### src/rtl/npu_bus_pkg.sv
// Shared definitions for the NPU host port: opcodes, slave regions, ctrl bits.
// The package also holds the master FSM encoding and the address helper.
package npu_bus_pkg;

    typedef enum logic [1:0] {
        OP_WRITE = 2'b00,
        OP_READ  = 2'b01,
        OP_POLL  = 2'b10,
        OP_ILL   = 2'b11
    } op_e;

    localparam logic [2:0] SEL_IMG    = 3'd1;
    localparam logic [2:0] SEL_CONVW  = 3'd2;
    localparam logic [2:0] SEL_FCN    = 3'd3;
    localparam logic [2:0] SEL_CTRL   = 3'd4;
    localparam logic [2:0] SEL_DONE   = 3'd5;
    localparam logic [2:0] SEL_RESULT = 3'd6;
    localparam logic [2:0] SEL_VALID  = 3'd7;

    localparam int CTRL_TRIGGER  = 0;
    localparam int CTRL_NEXT     = 1;
    localparam int CTRL_PE_CLR   = 2;
    localparam int CTRL_IMG_CLR  = 3;
    localparam int CTRL_W_CLR    = 4;
    localparam int CTRL_PACK_CLR = 5;

    typedef enum logic [2:0] {
        S_IDLE, S_WR, S_RD_REQ, S_RD_WAIT, S_CHECK, S_GAP, S_RESP
    } state_e;

    function automatic logic [15:0] addr_of(input logic [2:0] sel);
        return {1'b0, sel, 12'h000};
    endfunction

endpackage

### src/rtl/npu_host_master.sv
// Command-driven bus master for the NPU host port: WRITE, READ and POLL
// operations with a registered bus interface and a held response stream.
module npu_host_master
    import npu_bus_pkg::*;
#(
    parameter int POLL_MAX = 1024,
    parameter int POLL_GAP = 2,
    parameter int CNT_W    = 16
) (
    input  logic        clk,
    input  logic        rst,
    input  logic        cmd_valid,
    output logic        cmd_ready,
    input  logic [1:0]  cmd_op,
    input  logic [2:0]  cmd_sel,
    input  logic [31:0] cmd_data,
    input  logic [31:0] cmd_mask,
    output logic        rsp_valid,
    input  logic        rsp_ready,
    output logic [31:0] rsp_data,
    output logic        rsp_err,
    output logic        ena,
    output logic        wea,
    output logic [15:0] addra,
    output logic [31:0] dina,
    input  logic [31:0] douta,
    output logic        busy
);

    localparam logic [CNT_W-1:0] POLL_LAST = CNT_W'(POLL_MAX - 1);
    localparam logic [CNT_W-1:0] GAP_LAST  = CNT_W'((POLL_GAP > 0) ? POLL_GAP - 1 : 0);
    localparam bit               HAS_GAP   = (POLL_GAP > 0);

    state_e           state, state_nx;
    op_e              op_q;
    logic [31:0]      data_q, mask_q;
    logic [CNT_W-1:0] poll_cnt, gap_cnt;
    logic             match, poll_last, gap_last;

    assign cmd_ready = (state == S_IDLE);
    assign busy      = (state != S_IDLE);

    // rsp_data already holds the sampled douta when CHECK is reached
    assign match     = ((rsp_data ^ data_q) & mask_q) == '0;
    assign poll_last = (poll_cnt == POLL_LAST);
    assign gap_last  = (gap_cnt == GAP_LAST);

    always_comb begin
        state_nx = state;
        case (state)
            S_IDLE: begin
                if (cmd_valid) begin
                    case (op_e'(cmd_op))
                        OP_WRITE:        state_nx = S_WR;
                        OP_READ, OP_POLL: state_nx = S_RD_REQ;
                        default:         state_nx = S_RESP;
                    endcase
                end
            end
            S_WR:      state_nx = S_GAP;
            S_RD_REQ:  state_nx = S_RD_WAIT;
            S_RD_WAIT: state_nx = (op_q == OP_POLL) ? S_CHECK : S_RESP;
            S_CHECK: begin
                if (match || poll_last) state_nx = S_RESP;
                else if (HAS_GAP)       state_nx = S_GAP;
                else                    state_nx = S_RD_REQ;
            end
            // a write always spends exactly one idle cycle here so ctrl pulses clear
            S_GAP: begin
                if (op_q == OP_WRITE) state_nx = S_IDLE;
                else if (gap_last)    state_nx = S_RD_REQ;
            end
            S_RESP:    if (rsp_ready) state_nx = S_IDLE;
            default:   state_nx = S_IDLE;
        endcase
    end

    always_ff @(posedge clk or posedge rst) begin
        if (rst) begin
            state     <= S_IDLE;
            op_q      <= OP_WRITE;
            data_q    <= '0;
            mask_q    <= '0;
            poll_cnt  <= '0;
            gap_cnt   <= '0;
            ena       <= 1'b0;
            wea       <= 1'b0;
            addra     <= '0;
            dina      <= '0;
            rsp_valid <= 1'b0;
            rsp_data  <= '0;
            rsp_err   <= 1'b0;
        end else begin
            state     <= state_nx;
            ena       <= (state_nx == S_WR) || (state_nx == S_RD_REQ);
            wea       <= (state_nx == S_WR);
            rsp_valid <= (state_nx == S_RESP);

            if (state == S_IDLE && cmd_valid) begin
                op_q     <= op_e'(cmd_op);
                data_q   <= cmd_data;
                mask_q   <= cmd_mask;
                poll_cnt <= '0;
                addra    <= addr_of(cmd_sel);
                dina     <= cmd_data;
                rsp_err  <= (op_e'(cmd_op) == OP_ILL);
                if (op_e'(cmd_op) == OP_ILL) rsp_data <= '0;
            end

            if (state == S_RD_WAIT) rsp_data <= douta;

            if (state == S_CHECK) begin
                gap_cnt <= '0;
                if (!match) begin
                    if (poll_last) rsp_err  <= 1'b1;
                    else           poll_cnt <= poll_cnt + CNT_W'(1);
                end
            end

            if (state == S_GAP) gap_cnt <= gap_cnt + CNT_W'(1);
        end
    end

endmodule

### config.mk
export PLATFORM = sky130hd
export DESIGN_NAME = npu_host_master
export DESIGN_NICKNAME = d
export VERILOG_FILES = /design/src/rtl/npu_bus_pkg.sv /design/src/rtl/npu_host_master.sv
export SDC_FILE = /design/constraint.sdc
export NUM_CORES = 1
export LEC_CHECK = 0
export CAP_MARGIN = 10
export CORE_AREA = 2 2 175 134
export CTS_CLUSTER_SIZE = 28
export DETAILED_ROUTE_END_ITERATION = 7
export DIE_AREA = 0 0 177 136
export GPL_TIMING_DRIVEN = 0
export PLACE_DENSITY = 0.57
export SLEW_MARGIN = 30
export SYNTH_ARGS = -nofsm -noshare
export SYNTH_HDL_FRONTEND = slang
export SYNTH_SLANG_ARGS = --single-unit
### constraint.sdc
create_clock -name clk -period 7.1 [get_ports clk]
set_input_delay 1.775 -clock clk [delete_from_list [all_inputs] [get_ports clk]]
set_output_delay 1.775 -clock clk [all_outputs]
set_load 0.03 [all_outputs]
======== After elaboration in Yosys (flattened, before gate mapping) ========
Index checks and enable logic that the tools add are counted.
operators by class
  multiplexer cells ....................... 21
  equality and inequality tests ........... 15
  reduce and logical (&&, ||, !) cells .... 13
  add/sub/neg operators ................... 2
  bitwise gates (word level) .............. 2
operator list
  operator                 number
  $mux W16                 6
  $mux W32                 3
  $add A16 B1 Y16 const B  2
  $and A32 B32 Y32         1
  $logic_not A32 Y1        1
  $xor A32 B32 Y32         1
  $pmux W3 S7              1
  $eq A16 B1 Y1 const B    1
  $eq A16 B10 Y1 const B   1
  $eq A3 B3 Y1 const B     4
  $mux W3                  4
  $eq A3 B2 Y1 const B     3
  $eq A2 B2 Y1 const B     3
  $eq A3 B1 Y1 const B     2
  $pmux W3 S2              1
  $reduce_bool A2 Y1       3
  $logic_not A2 Y1         2
  $mux W1                  4
  $mux W2                  2
  $logic_not A3 Y1         1
  $reduce_bool A3 Y1       1
  $eq A2 B1 Y1 const B     1
  $logic_or A1 B1 Y1       2
  $reduce_and A2 Y1        1
  2 further kinds          2
storage, ports and cells
  output and inout bits ................... 86
  register bits after elaboration ......... 140
  input bits .............................. 105

======== Longest topological paths before layout ========
Gate-level depths: netlist of the first run.
  depth in word-level cells ............... 8
  depth in mapped cells ................... 8

======== Least setup slack after synthesis of the first run ========
Ideal clock, no wire load.
  kind .................................... flip-flop to output port
  start point ............................. reg state[2]
  end point ............................... out busy
  setup slack ............................. 4,171 ps
  arrival time ............................ 1,154 ps
  stages on the path, launching flop included .. 4
  required time ........................... 5,325 ps
  path buffers ............................ 1
  cell sequence ........................... dfrtp_1 buf_2 nor3_4 inv_1
between the ends
  longest elaborated chain between the ends .. 1
ends and longest elaborated chain
  element                   RTL line               source
  start: declaration        npu_host_master.sv:34  state_e state, state_nx;
  start signal: assignment  npu_host_master.sv:94  state <= state_nx;
  $reduce_bool A3 Y1        npu_host_master.sv:41  assign busy = (state != S_IDLE);
  end: declaration          npu_host_master.sv:27  output logic busy
Every way passes these cells.

======== Worst setup path in the final report of the first run ========
  start point ............................. reg state[2]
  end point ............................... out cmd_ready
between the ends
  longest elaborated chain between the ends .. 1
ends and longest elaborated chain
  element           RTL line               source
  $logic_not A3 Y1  npu_host_master.sv:40  assign cmd_ready = (state == S_IDLE);
  end: declaration  npu_host_master.sv:13  output logic cmd_ready,
Every way passes these cells.

==> results of run 1 <==
## stage by stage
stage          util, %  power (mW)  instance area [um2]  TNS (ps)  setup WS (ps)
2_1_floorplan        -        2.42                 6650         0           1570
3_3_place_gp      39.1        3.20                 8800    -99760           -724
3_5_place_dp      39.2        3.23                 8840         0           3160
4_1_cts           41.9        4.16                 9430         0           3380
5_1_grt           41.9        4.39                 9430         0           3330
6_report          41.9        4.12                 9430         0           3400
## tightest hold or removal path, stage by stage (launching register included)
cell	delay, ps
dfrtp_1	340
nand2_1	50
nand2_1	60
## power by group through the flow
stage                     clock network, mW  registers (mW)  logic, mW
after floorplan                           0            1.67      0.748
after global placement                    0            1.37       1.83
after detailed placement                  0            1.38       1.86
after CTS                             0.932            1.37       1.87
after global routing                  0.969            1.41       2.01
final                                 0.911            1.36       1.84
## how the worst max path moves through the flow
stage	start	end	slack (ps)	depth (start not counted)
global placement	rst	data_q[3]$_DFFE_PP0P_	-720	2
global route	state[2]$_DFF_PP0_	cmd_ready	3330	3
detailed placement	cmd_valid	rsp_data[15]$_DFFE_PP0P_	3160	6
floorplan	rst	addra[12]$_DFFE_PP0P_	1570	1
finish	state[2]$_DFF_PP0_	cmd_ready	3400	3
CTS	state[2]$_DFF_PP0_	cmd_ready	3380	3
## kinds of logic after synthesis
kind of cell / synth area share (%)
and+or+nand+nor: 26.2
DFF: 53.0
AOI/OAI and AO/OA: 9.92
buffers and inverters: 4.92
xor gates and xnor gates: 4.24
muxes: 1.06
adders and majority gates: 0.568
other: 0.0567
## flip-flops by register name, indices dropped and copies added (netlist names)
name / count
rsp_valid: 1
rsp_data: 32
op_q: 2
mask_q: 32
addra: 3
rsp_err: 1
gap_cnt: 16
state: 3
wea: 1
data_q: 32
ena: 1
poll_cnt: 16
## Yosys cell counts, types with 2 or more instances
master / number
dfrtp_1: 140
nand4_1: 12
a22oi_1: 16
o21ai_0: 47
o31ai_1: 3
or3_1: 7
nor2_2: 2
or4_1: 2
nand2_1: 306
nand3_1: 20
o211ai_1: 2
o21ai_2: 5
a21o_1: 3
buf_2: 6
nor3_1: 7
and3_1: 7
clkbuf_1: 24
mux2i_1: 7
nor4_1: 5
a21oi_2: 4
and2_1: 3
ha_1: 3
or3_2: 5
nand2b_1: 3
xor2_1: 32
a21oi_1: 8
inv_1: 10
o22ai_1: 5
nor2_1: 13
buf_4: 14
## metal layers
| metal | vias to the layer above | routed length (um) | GRT usage, % |
|---|---|---|---|
| li1 | 2882 | - | - |
| met1 | 2792 | 10700 | 26.4 |
| met2 | 215 | 9070 | 26.1 |
| met3 | 29 | 1510 | 5.40 |
| met4 | 0 | 390 | 5.00 |
| met5 | - | 0 | 0 |
## final cells by class
cell class | count | area, um2 | area share [%]
Multi-Input combinational cell | 561 | 2830 | 30.0
Clock buffer | 19 | 443 | 4.70
Tap cell | 300 | 375 | 3.98
Timing Repair Buffer | 178 | 1800 | 19.1
Clock inverter | 12 | 148 | 1.57
Sequential cell | 140 | 3500 | 37.2
Buffer | 49 | 288 | 3.05
Inverter | 10 | 45.0 | 0.478
==> flow_summary.yaml, run 1 <==
run_status:
  status: "complete, no violations"
synthesis:
  synthTopCellsByArea: "dfrtp_1 53%, nand2_1 17%, xor2_1 4.2%, o21ai_0 3.6%, a22oi_1 1.8%"
  ys_ff_latch: 140
  synthCells: 748
  yosys.area.top_type_share_pct: 53.0
  mappedNetlistArea_um2: 6610
  synth.avg_cell_area_um2: 8.84
  synth_edf_count: 0
  synth_cell_types: 57
  async_reset_ff_share_pct: 100
  yosys_warnings: 0
  yosysSeqAreaShare_pct: 53.0
  yosys.area.top_type: "dfrtp_1"
  synth-main-ff-cell: "dfrtp_1"
pwr:
  cell_internal_pwr_mw: 2.37
  p_leak_nw: 4.29
  switching_share_pct: 42.6
  switchingPower_mw: 1.75
  p_comb_share_pct: 44.8
  p_per_area_nw_per_um2: 437
  clkPwrFrac_pct: 22.1
  ir_worst_vdd_v: 0.000189
  p_seq_share_pct: 33.1
setup_path:
  arrival_ps: 1930
  cp_top_family: "buffers and inverters"
  reg2reg_from: "rsp_data[31]$_DFFE_PP0P_"
  endpoint_kind: "output port"
  r2r_end: "rsp_err$_DFF_PP0_"
  reg2reg_slack_ps: 4660
  required_ps: 5330
  cp_slowest_cell: "clkdlybuf4s50_1"
  crit_buf_inv: 2
  start_kind: "flip-flop"
  r2r.worst_path.cells: 7
  worstSetupPathType: "reg2out"
  worstPathCellList: "buf_2 > nor3_4 > clkdlybuf4s50_1"
  crit_fanout: 9
  critPathMaxStageDelay_ps: 710
timing:
  maxSlewViolCount: 0
  finalCriticalPeriod_ps: 3700
  clock-skew-final_ps: 13.4
  timing.final.crit_share_pct: 52.1
  relSlewSlack_pct: 43.8
  setup_viol: 0
  tightestPinTransition_ps: 843
  rsz0062_at_grt: "no"
  fmax_mhz: 270
  hold_ws_ps: 476
  finalHoldViolations: 0
final_layout:
  final_cells: 1269
  area_growth_pct: 42.6
  final_cell_mix: "306 x nand2_1, 177 x clkdlybuf4s50_1, 140 x dfrtp_1, 47 x o21ai_0, 32 x xor2_1"
  antenna_cells: 0
  layout_commonest_cell: "nand2_1"
  fill_cells: 2201
  drive_above_1_share_pct: 8.15
  finalNetCount: 1065
grt:
  grt_max_degree: 75
  track_usage_pct: 18.2
  antenna_found_initial: 0
  grt_overflow: 0
  grt_pass1_vias: 5689
  grt_pass1_wl_um: 32900
clock_network:
  cts_buffers: 17
  clk_latency_ps: 420
  holdBufCountCts: 0
  cts.sink_count: 140
  cts_tree: "yes"
  path_clk_slew_ps: 60
  htree_num_levels: 4
  post_cts_resized: 0
  cts_root_buffer: "clkbuf_16"
  cts_setup_buffers: 0
  clockBufferDepth: 2
hold_path:
  holdPathStages: 2
  hold_class: "reg2reg"
  min_from: "mask_q[7]$_DFFE_PP0P_"
  min_to: "mask_q[7]$_DFFE_PP0P_"
route:
  antenna_left: 0
  first_iter_violations: 461
  drc: 0
  vias: 5918
  routed_wl_um: 21700
  routedWlPerCell_um: 17.1
  vias_per_cell: 4.66
  drtPass1Iterations: 5
floorplanning:
  num_rows: 48
  dieWidth_um: 177
  die_area_um2: 24100
  start_util_pct: 29.3
  core_um2: 22500
  ioPinCount: 191
  die_h_um: 136
placed_design:
  port_buffers: 177
  gp_congestion: 0.827
  dp_cells: 1238
  hpwl_um: 15800
run:
  max-cap-violations: 0
Power figures use the tool's default switching activity.
==> run 2, diff against run 1 <==
clock period = 3.8 ns   (was 7.1 ns; I/O delays follow)
==> flow_summary.yaml, run 2 (synthesized netlist as in run 1, its figures left out) <==
setup_path:
  crit_buf_inv: 2
  reg2reg_slack_ps: 1340
  cp-startpoint: "state[2]$_DFF_PP0_"
  cp_top_family: "buffers and inverters"
  r2r.worst_path.cells: 7
  arrival_ps: 1930
  cp_slowest_cell: "clkdlybuf4s50_1"
  endpoint_kind: "output port"
  required_ps: 2850
  crit_fanout: 9
  worstSetupPathType: "reg2out"
  critical_path_depth: 3
  r2r_end: "rsp_data[12]$_DFFE_PP0P_"
  critPathMaxStageDelay_ps: 710
  worstPathCellList: "buf_2 > nor3_4 > clkdlybuf4s50_1"
  start_kind: "flip-flop"
  cp-endpoint: "cmd_ready"
  reg2reg_from: "state[2]$_DFF_PP0_"
pwr:
  p_leak_nw: 4.32
  p_per_area_nw_per_um2: 810
  ir_worst_vdd_v: 0.000414
clock_network:
  post_cts_resized: 0
  cts_root_buffer: "clkbuf_16"
  htree_num_levels: 4
  clk_latency_ps: 420
  holdBufCountCts: 0
  cts_buffers: 17
  cts_tree: "yes"
  cts.sink_count: 140
  path_clk_slew_ps: 60
  cts_setup_buffers: 0
  clockBufferDepth: 2
floorplanning:
  num_rows: 48
  core_um2: 22500
  die_area_um2: 24100
  start_util_pct: 29.3
  die_h_um: 136
  dieWidth_um: 177
  ioPinCount: 191
final_layout:
  drive_above_1_share_pct: 8.62
  antenna_cells: 0
  top_regs: "data_q (32), mask_q (32), rsp_data (32)"
  area_growth_pct: 43.9
  final_cell_mix: "306 x nand2_1, 177 x clkdlybuf4s50_1, 140 x dfrtp_1, 47 x o21ai_0, 32 x xor2_1"
  final_cells: 1274
  fin_area_um2: 9510
  finalNetCount: 1069
  layout_commonest_cell: "nand2_1"
  register_area_um2: 3500
  fill_cells: 2258
  multiInputGateArea_um2: 2830
route:
  drtPass1Iterations: 5
  antenna_left: 0
  vias_per_cell: 4.58
  vias: 5829
  routed_wl_um: 21400
  routedWlPerCell_um: 16.8
  first_iter_violations: 351
  drc: 0
timing:
  timing.final.crit_share_pct: 75.8
  clock-skew-final_ps: 9.06
  finalHoldViolations: 0
  rsz0062_at_grt: "no"
  relSlewSlack_pct: 47.9
  setup_viol: 0
  maxSlewViolCount: 0
  fmax_mhz: 347
  tightestPinTransition_ps: 781
  finalCriticalPeriod_ps: 2880
grt:
  track_usage_pct: 18.1
  antenna_found_initial: 1
  grt_pass1_vias: 5812
  grt_overflow: 0
  grt_max_degree: 29
  grt_pass1_wl_um: 32900
hold_path:
  hold_class: "reg2reg"
placed_design:
  port_buffers: 177
  gp_congestion: 0.827
  dp_cells: 1242
  hpwl_um: 16100
  place_area_um2: 8910
run:
  max-cap-violations: 0
run_status:
  status: "complete, no violations"
run 2: cell types whose count changed in the layout (fill, tap and decap cells not counted), sizes merged:
| cell | previous run | this run |
|---|---|---|
| buf | 23 | 27 |
| clkbuf | 45 | 44 |
| clkinv | 7 | 5 |
| inv | 10 | 11 |
| clkinvlp | 2 | 5 |
run 2: metrics by stage:
stage,worst slack (ps),total power [mW],utilization [%],setup TNS (ps),hold WS (ps)
after floorplan,1100,4.52,-,0,445
after detailed placement,669,6.04,39.6,0,463
after global placement,-367,5.99,39.1,-49180,458
after CTS,890,7.78,42.2,0,478
after global routing,818,8.21,42.2,0,504
final,920,7.70,42.2,0,474
run 2: final cells by class:
type                       count  share of cell area [%]
clock inverter                14                    1.79
timing repair buffer         182                    19.8
buffer                        49                    3.03
inverter                      10                   0.434
multi-input combinational    561                    29.7
clock buffer                  18                    4.51
tap                          300                    3.95
sequential                   140                    36.8
run 2: report_power, final:
| group | internal, mW | switching, mW |
|---|---|---|
| registers | 2.06 | 0.490 |
| logic | 1.33 | 2.11 |
| clock network | 1.03 | 0.681 |
| total | 4.42 | 3.28 |
run 2: per-layer routing:
metal | up-vias | wire (um) | share of wire, % | track usage [%]
met5 | - | 0 | 0 | 0
met4 | 0 | 444 | 2.1 | 5.79
met3 | 21 | 1720 | 8.0 | 5.70
met2 | 201 | 8680 | 41 | 25.6
met1 | 2716 | 10500 | 49 | 26.2
li1 | 2891 | - | - | -
run 2: worst min-delay path by stage:
stage	from	to	slack, ps	cells after the start
detailed placement	addra[12]$_DFFE_PP0P_	addra[12]$_DFFE_PP0P_	460	2
floorplan	gap_cnt[15]$_DFFE_PP0P_	gap_cnt[15]$_DFFE_PP0P_	450	1
global placement	mask_q[20]$_DFFE_PP0P_	mask_q[20]$_DFFE_PP0P_	460	2
finish	mask_q[27]$_DFFE_PP0P_	mask_q[27]$_DFFE_PP0P_	470	2
global route	mask_q[29]$_DFFE_PP0P_	mask_q[29]$_DFFE_PP0P_	500	2
CTS	addra[12]$_DFFE_PP0P_	addra[12]$_DFFE_PP0P_	480	2
run 2: worst register-to-register path: stages (launching register included):
cell and delay (ps):
dfrtp_1 360, buf_2 180, nor3_4 270, and2_1 210, and3_2 180, clkbuf_1 480
clkbuf_1 470, o21ai_0 180
